$ cat src/rtl/uart_tx_arb_if.sv
// Two-requester byte handshake bundle feeding the arbitrated UART transmitter.
// The master side offers bytes; the slave side (the transmitter) returns ready.
interface uart_tx_arb_if;
   logic       req0_valid;
   logic [7:0] req0_data;
   logic       req0_ready;
   logic       req1_valid;
   logic [7:0] req1_data;
   logic       req1_ready;

   modport master (
      output req0_valid,
      output req0_data,
      output req1_valid,
      output req1_data,
      input  req0_ready,
      input  req1_ready
   );

   modport slave (
      input  req0_valid,
      input  req0_data,
      input  req1_valid,
      input  req1_data,
      output req0_ready,
      output req1_ready
   );
endinterface

$ cat src/rtl/uart_tx_arb.sv
// 8N1 UART transmitter shared by two requesters with round-robin arbitration.
// A byte is accepted only while the line is idle; each bit lasts DIV clocks.
module uart_tx_arb #(
   parameter int unsigned DIV = 2604
) (
   input  logic         clk,
   input  logic         reset,
   uart_tx_arb_if.slave req,
   output logic         txd,
   output logic         busy,
   output logic         grant_id
);

   typedef enum logic [1:0] {
      StIdle,
      StStart,
      StData,
      StStop
   } state_e;

   localparam logic [11:0] BitLast = 12'(DIV - 1);

   state_e      state_q;
   logic [11:0] cnt_q;
   logic [2:0]  bit_idx_q;
   logic [7:0]  shreg_q;
   logic        last_grant_q;

   logic sel;
   logic any_valid;
   logic can_accept;
   logic hs;
   logic bit_end;

   // Contested requests go to whichever requester was not served last.
   always_comb begin
      sel       = 1'b0;
      any_valid = 1'b0;
      if (req.req0_valid && req.req1_valid) begin
         any_valid = 1'b1;
         sel       = ~last_grant_q;
      end else if (req.req0_valid) begin
         any_valid = 1'b1;
         sel       = 1'b0;
      end else if (req.req1_valid) begin
         any_valid = 1'b1;
         sel       = 1'b1;
      end
   end

   assign can_accept     = (state_q == StIdle) && !reset;
   assign req.req0_ready = can_accept && any_valid && !sel;
   assign req.req1_ready = can_accept && any_valid && sel;
   assign hs             = req.req0_ready || req.req1_ready;
   assign busy           = (state_q != StIdle);
   assign bit_end        = (cnt_q == BitLast);

   always_ff @(posedge clk) begin
      if (reset) begin
         state_q      <= StIdle;
         txd          <= 1'b1;
         grant_id     <= 1'b0;
         last_grant_q <= 1'b1;
         cnt_q        <= '0;
         bit_idx_q    <= '0;
         shreg_q      <= '0;
      end else begin
         unique case (state_q)
            StIdle: begin
               txd       <= 1'b1;
               cnt_q     <= '0;
               bit_idx_q <= '0;
               if (hs) begin
                  shreg_q      <= sel ? req.req1_data : req.req0_data;
                  grant_id     <= sel;
                  last_grant_q <= sel;
                  txd          <= 1'b0;
                  state_q      <= StStart;
               end
            end
            StStart: begin
               if (bit_end) begin
                  cnt_q   <= '0;
                  txd     <= shreg_q[0];
                  shreg_q <= {1'b0, shreg_q[7:1]};
                  state_q <= StData;
               end else begin
                  cnt_q <= cnt_q + 12'd1;
               end
            end
            StData: begin
               if (bit_end) begin
                  cnt_q <= '0;
                  if (bit_idx_q == 3'd7) begin
                     txd     <= 1'b1;
                     state_q <= StStop;
                  end else begin
                     bit_idx_q <= bit_idx_q + 3'd1;
                     txd       <= shreg_q[0];
                     shreg_q   <= {1'b0, shreg_q[7:1]};
                  end
               end else begin
                  cnt_q <= cnt_q + 12'd1;
               end
            end
            StStop: begin
               if (bit_end) begin
                  cnt_q   <= '0;
                  state_q <= StIdle;
               end else begin
                  cnt_q <= cnt_q + 12'd1;
               end
            end
            default: begin
               state_q <= StIdle;
               txd     <= 1'b1;
            end
         endcase
      end
   end

endmodule
$ cat src/flat_wrapper.sv
// flat-port wrapper written by rule: the top's interface ports become plain ports
module uart_tx_arb_flat 
#(
   parameter int unsigned DIV = 2604
)
  (clk, reset, txd, busy, grant_id, req_req0_valid, req_req0_data, req_req1_valid, req_req1_data, req_req0_ready, req_req1_ready);
  uart_tx_arb_if req_i ();
  input  logic clk;
  input  logic reset;
  output logic txd;
  output logic busy;
  output logic grant_id;
  input wire logic [$bits(req_i.req0_valid)-1:0] req_req0_valid;
  input wire logic [$bits(req_i.req0_data)-1:0] req_req0_data;
  input wire logic [$bits(req_i.req1_valid)-1:0] req_req1_valid;
  input wire logic [$bits(req_i.req1_data)-1:0] req_req1_data;
  output wire logic [$bits(req_i.req0_ready)-1:0] req_req0_ready;
  output wire logic [$bits(req_i.req1_ready)-1:0] req_req1_ready;
  assign req_i.req0_valid = req_req0_valid;
  assign req_i.req0_data = req_req0_data;
  assign req_i.req1_valid = req_req1_valid;
  assign req_i.req1_data = req_req1_data;
  assign req_req0_ready = req_i.req0_ready;
  assign req_req1_ready = req_i.req1_ready;
  uart_tx_arb #(.DIV(DIV)) u_core (.clk(clk), .reset(reset), .req(req_i), .txd(txd), .busy(busy), .grant_id(grant_id));
endmodule
$ cat config.mk
export PLATFORM = sky130hd
export DESIGN_NAME = uart_tx_arb_flat
export DESIGN_NICKNAME = d
export VERILOG_FILES = /design/src/rtl/uart_tx_arb_if.sv /design/src/rtl/uart_tx_arb.sv /design/src/flat_wrapper.sv
export SDC_FILE = /design/constraint.sdc
export NUM_CORES = 1
export LEC_CHECK = 0
export CORE_MARGIN = 3
export CORE_UTILIZATION = 50
export DETAILED_ROUTE_END_ITERATION = 6
export DONT_BUFFER_PORTS = 1
export PLACE_DENSITY = 0.68
export SLEW_MARGIN = 20
export SYNTH_ARGS = -nofsm -noshare
export SYNTH_HDL_FRONTEND = slang
export SYNTH_SLANG_ARGS = --single-unit
export TNS_END_PERCENT = 20
$ cat constraint.sdc
create_clock -name clk -period 1.9 [get_ports clk]
set_input_delay 0.19 -clock clk [delete_from_list [all_inputs] [get_ports clk]]
set_output_delay 0.19 -clock clk [all_outputs]
set_load 0.02 [all_outputs]
Yosys cells after proc, flatten, opt, wreduce, memory -nomap -nowiden

Index checks and enable logic that the tools add are counted.

Output and inout port bits: 5
Latch bits: 0
Input port bits: 20
Bits in read-only memories: 0
Memory bits (writable): 0
Memories: 0
Flip-flop bits (word level): 28

Multiply operators: 0
Eq/ne operators: 11
Reductions and logical operators: 18
Shift operators: 0
Bitwise gates (word level): 1
Multiplexer cells: 27
Div/mod/pow operators: 0
Order comparisons: 0
Add/subtract/negate cells: 2

Operators with widths:

| operator                                                                 | number |
|---|---|
| 8-bit two-way mux                                                        | 5 |
| 12-bit one-hot mux with 2 select lines                                   | 1 |
| 8-bit one-hot mux with 3 select lines                                    | 1 |
| 12-bit by 1-bit adder with 12-bit output (second input constant)         | 1 |
| 12-bit == test (second input constant)                                   | 1 |
| 12-bit two-way mux                                                       | 1 |
| 2-bit two-way mux                                                        | 5 |
| 2-bit by 1-bit inequality test with 1-bit output (second input constant) | 5 |
| 5-bit AND reduction                                                      | 2 |
| 1-bit two-way mux                                                        | 9 |
| 2-bit one-hot mux with 4 select lines                                    | 1 |
| 3-bit two-way mux                                                        | 2 |
| 3-bit one-hot mux with 2 select lines                                    | 1 |
| 3-bit AND reduction                                                      | 2 |
| 1-bit logical AND                                                        | 5 |
| 2-bit == test (second input constant)                                    | 2 |
| 2-bit nonzero test                                                       | 2 |
| 3-bit by 1-bit adder with 3-bit output (second input constant)           | 1 |
| 3-bit == test (second input constant)                                    | 1 |
| 1-bit one-hot mux with 3 select lines                                    | 1 |
| 3-bit nonzero test                                                       | 1 |
| 3-bit OR reduction                                                       | 1 |
| 2-bit by 1-bit == test with 1-bit output (second input constant)         | 1 |
| 1-bit logical NOT                                                        | 2 |
| other kinds (5)                                                          | 5 |

Longest topological paths before layout

Word-level depth: 8
Gate-level depth with buffers: 7
Mapped depth without buffers: 6

Worst setup path after synthesis

Ideal clock, no wire load.

Path type: reg2reg
Start: reg u_core.state_q[0]
End: reg u_core.shreg_q[7]
Arrival: 1.675 ns
Setup time: 0.070 ns
Cell stages (with the launch flop): 7
Slack: 0.154 ns
Path buffers: 0
Period minus slack after synthesis: 1.746 ns
Cell sequence: dfxtp_1 > inv_1 > ha_1 > a21oi_1 > a21bo_2 > or4_1 > a21oi_1

Longest elaborated chain between the ends: 7

RTL lines:

| item                                                       | RTL line                             | RTL |
|---|---|---|
| from (decl)                                                | uart_tx_arb.sv:23                    | `state_e state_q;` |
| from (signal assigned)                                     | uart_tx_arb.sv:60                    | `state_q <= StIdle;` |
| from (signal assigned)                                     | uart_tx_arb.sv:78                    | `state_q <= StStart;` |
| from (signal assigned)                                     | uart_tx_arb.sv:86                    | `state_q <= StData;` |
| 2-bit logical NOT                                          | uart_tx_arb.sv:51, uart_tx_arb.sv:68 |  |
| 1-bit logical AND                                          | uart_tx_arb.sv:51                    | `assign can_accept = (state_q == StIdle) && !reset;` |
| 1-bit logical AND                                          | uart_tx_arb.sv:52, uart_tx_arb.sv:53 |  |
| 1-bit logical AND, on equally long branches                | uart_tx_arb.sv:52, uart_tx_arb.sv:53 |  |
| 1-bit logical OR                                           | uart_tx_arb.sv:54                    | `assign hs = req.req0_ready \|\| req.req1_ready;` |
| 2-bit by 1-bit inequality test with 1-bit output (no line) | -                                    |  |
| 5-bit AND reduction (no line)                              | -                                    |  |
| to (signal assigned)                                       | uart_tx_arb.sv:74                    | `shreg_q <= sel ? req.req1_data : req.req0_data;` |
| to (signal assigned)                                       | uart_tx_arb.sv:85                    | `shreg_q <= {1'b0, shreg_q[7:1]};` |
| to (signal assigned)                                       | uart_tx_arb.sv:100                   | `shreg_q <= {1'b0, shreg_q[7:1]};` |
| to (decl)                                                  | uart_tx_arb.sv:26                    | `logic [7:0] shreg_q;` |

Parallel ways exist; a longest one is shown, timed or not.
A chain may end at the register's enable or synchronous reset.

Final worst setup path

Start: reg u_core.state_q[0]
End: reg u_core.bit_idx_q[0]

Longest elaborated chain between the ends: 3

RTL lines:

| item                                                          | RTL line          | RTL |
|---|---|---|
| 2-bit == test or 2-bit logical NOT (tied branches)            | uart_tx_arb.sv:68 | `unique case (state_q)` |
| 2-bit inequality test (no line), or another cell as far along | -                 |  |
| 3-bit AND reduction (no line)                                 | -                 |  |
| to (signal assigned)                                          | uart_tx_arb.sv:98 | `bit_idx_q <= bit_idx_q + 3'd1;` |
| to (decl)                                                     | uart_tx_arb.sv:25 | `logic [2:0] bit_idx_q;` |

Parallel ways exist; a longest one is shown, timed or not.

==> impl_metrics.py <==
metrics = {
    "run_status": {
        "status": "completed",
    },
    "sta": {
        "setup_viol": 0,
        "worst_pin_slew_ps": 423,
        "setup_tns_ps": 0,
        "maxSlewViolCount": 0,
        "period_share": 0.942,
        "fin_ws_ps": 110,
        "finClkSkew_ps": 6.83,
        "hold_violations": 0,
        "finalCriticalPeriod_ps": 1790,
        "hold_ws_ps": 23.5,
        "slew_headroom": 0.717,
        "fmax_mhz": 559,
    },
    "layout": {
        "final_common_cell": "dfxtp_1",
        "area.growth.synth_to_final_pct": 9.37,
        "final_cell_mix": "dfxtp_1 (27), nor2_1 (18), a21oi_1 (14)",
        "multi_input_area_um2": 933,
        "drive_above_1_share": 0.168,
        "seq_area_um2": 562,
        "fin_area_um2": 1680,
        "antenna_cells": 0,
        "fin_cells": 215,
        "num-fill-cells": 268,
        "final_util": 0.594,
        "finish.net_count": 213,
    },
    "critical_path": {
        "crit_path_end_kind": "flop",
        "cp_data_required_time_ps": 2170,
        "path_class": "flop to flop",
        "rr_startpoint": "u_core.state_q[0]$_SDFFE_PP0P_",
        "cp.arrival_ps": 2060,
        "cp_max_fo": 6,
        "cp-startpoint": "u_core.state_q[0]$_SDFFE_PP0P_",
        "start_kind": "flop",
    },
    "power": {
        "power_switching_share": 0.386,
        "seq_power_share": 0.357,
        "power_frac_clock": 0.173,
        "combPwrFrac": 0.471,
        "p_leak_nw": 0.631,
        "p_int_mw": 1.40,
        "p_switching_mw": 0.880,
        "total_power_mw": 2.28,
        "peakVddDrop_uv": 818,
        "powerDensity_nw_per_um2": 1360,
    },
    "synth": {
        "synth_top_family_by_area": "simple AND/OR/NAND/NOR gates",
        "syn_nets": 204,
        "synth_fa_ha_area_frac": 0.0652,
        "yosysSeqAreaShare": 0.365,
        "synth-edff-count": 0,
        "synth_cell_types": 41,
        "synth_area_leader_cell": "dfxtp_1",
        "avgSynthCellArea_um2": 8.72,
        "synth-seq-cells": 28,
        "ys_dominant_reg_cell": "dfxtp_1",
        "synth_compound_area_frac": 0.187,
        "synthCells": 176,
        "synth_top_area_share": 0.365,
        "synth_area_leaders": "dfxtp_1 (37%), ha_1 (6.5%), mux2_2 (5.1%)",
        "syn_area_um2": 1540,
        "synth_xor_area_frac": 0.0513,
        "async_flop_share": 0,
        "yosys.area_share.simple": 0.234,
        "ys_warn_count": 0,
        "synth_mux_area_frac": 0.0644,
    },
    "place": {
        "io_buffer_count": 0,
        "placed_cells": 210,
        "dp.final_hpwl_um": 2420,
        "post-place-ws_ps": 74.3,
        "place_area_um2": 1610,
        "place_congestion": 0.863,
    },
    "floorplanning": {
        "die_h_um": 61.4,
        "fp.dieArea_um2": 3770,
        "core_um2": 2830,
        "num_rows": 19,
        "ioPinCount": 25,
        "fp.dieW_um": 61.4,
        "initial_utilization": 0.543,
    },
    "drt": {
        "drtAntennaViolNets": 0,
        "vias": 1288,
        "vias_per_cell": 5.99,
        "drt_pre_antenna_iters": 4,
        "drt_iter0_drc": 63,
        "drc_errors": 0,
        "drt_wl_total_um": 3220,
        "routedWlPerCell_um": 15.0,
    },
    "clocking": {
        "clk_pin_slew_ps": 150,
        "cts_tree": "built",
        "clk_latency_ps": 330,
        "h-tree-depth": 1,
        "cts_setup_buffers": 0,
        "clock_sinks": 28,
        "cts-root-buf": "clkbuf_4",
        "cts_max_path_buffers": 2,
        "cts_made_buffers": 3,
    },
    "global_route": {
        "grt_max_degree": 17,
        "grt_use_total": 0.183,
        "grt-ovfl-total": 0,
        "antenna_found_initial": 0,
        "grt_pass1_vias": 1219,
        "grt_pass1_wl_um": 5220,
    },
    "worst_hold_path": {
        "hp-start": "reset",
        "hold_class": "input pin to flop",
    },
    "run": {
        "maxCapViolations": 0,
    },
}
[cell type report]
class | instances | share of cell area
multi-input cells | 137 | 0.556
flip-flops and latches | 28 | 0.335
repair buffers | 9 | 0.0417
well taps | 31 | 0.0231
clock inverters | 1 | 0.0179
clock buffers | 3 | 0.0134
inverters | 6 | 0.0134
[synthesized netlist by cell type (5+ instances only)]
master     instances
a21oi_1           15
dfxtp_1           28
ha_1               8
inv_1              6
mux2_2             7
nand2_1            8
nand2b_1           9
nand3_1           10
nor2_1            18
o2111ai_1          7
o21ai_0           11
xor2_1             5
[cell families (layout without fill, tap and decap cells)]
logic type               Yosys count  in the layout
AO/OA/AOI/OAI                     45             45
XOR/XNOR                           9              9
adder cells (fa/ha/maj)            8              8
buffers and inverters             11             19
flip-flops                        28             28
multiplexers                       9              9
AND/OR/NAND/NOR                   66             66
[registers in the layout, indices dropped and copies added, names as in the netlist]
| name | flops |
|---|---|
| u_core.shreg_q | 8 |
| u_core.txd | 1 |
| u_core.bit_idx_q | 3 |
| u_core.cnt_q | 12 |
| u_core.last_grant_q | 1 |
| u_core.grant_id | 1 |
| u_core.state_q | 2 |
[layer usage]
metal	routed length [um]	share of wire	track usage
met1	1450	0.45	0.229
met2	1640	0.51	0.313
met3	116	0.036	0.0566
met4	18	0.0056	0.0364
met5	0	0	0
[power by group through the flow]
stage	logic (mW)	registers [mW]	clock network [mW]
after floorplan	0.793	0.805	0
after global placement	1.01	0.821	0
after detailed placement	1.04	0.827	0
after CTS	1.05	0.814	0.405
after global routing	1.19	0.829	0.427
final	1.07	0.814	0.394
[path summary, 6_finish.rpt]
| path | slack (ps) | to | cells past startpoint |
|---|---|---|---|
| setup / recovery | 110 | u_core.bit_idx_q[0]$_SDFFE_PP0P_ | 7 |
| hold / removal | 20 | u_core.txd$_SDFFE_PP1P_ | 2 |
| setup reg to reg | 110 | u_core.bit_idx_q[0]$_SDFFE_PP0P_ | 7 |
| hold reg to reg | 450 | u_core.cnt_q[0]$_SDFF_PP0_ | 1 |
[timing repair]
action,in CTS,in global routing
gates resized for setup,0,4
endpoints found under the hold margin,11,0
setup endpoints to repair,0,2
hold buffers,1,0
[critical path, stage by stage (launching register included)]
cell,delay [ps]
dfxtp_1,370
inv_1,110
ha_1,220
buf_4,160
nor2b_1,210
nand4_1,200
or2_2,320
a21oi_1,140
(Power assumes the default switching activity.)
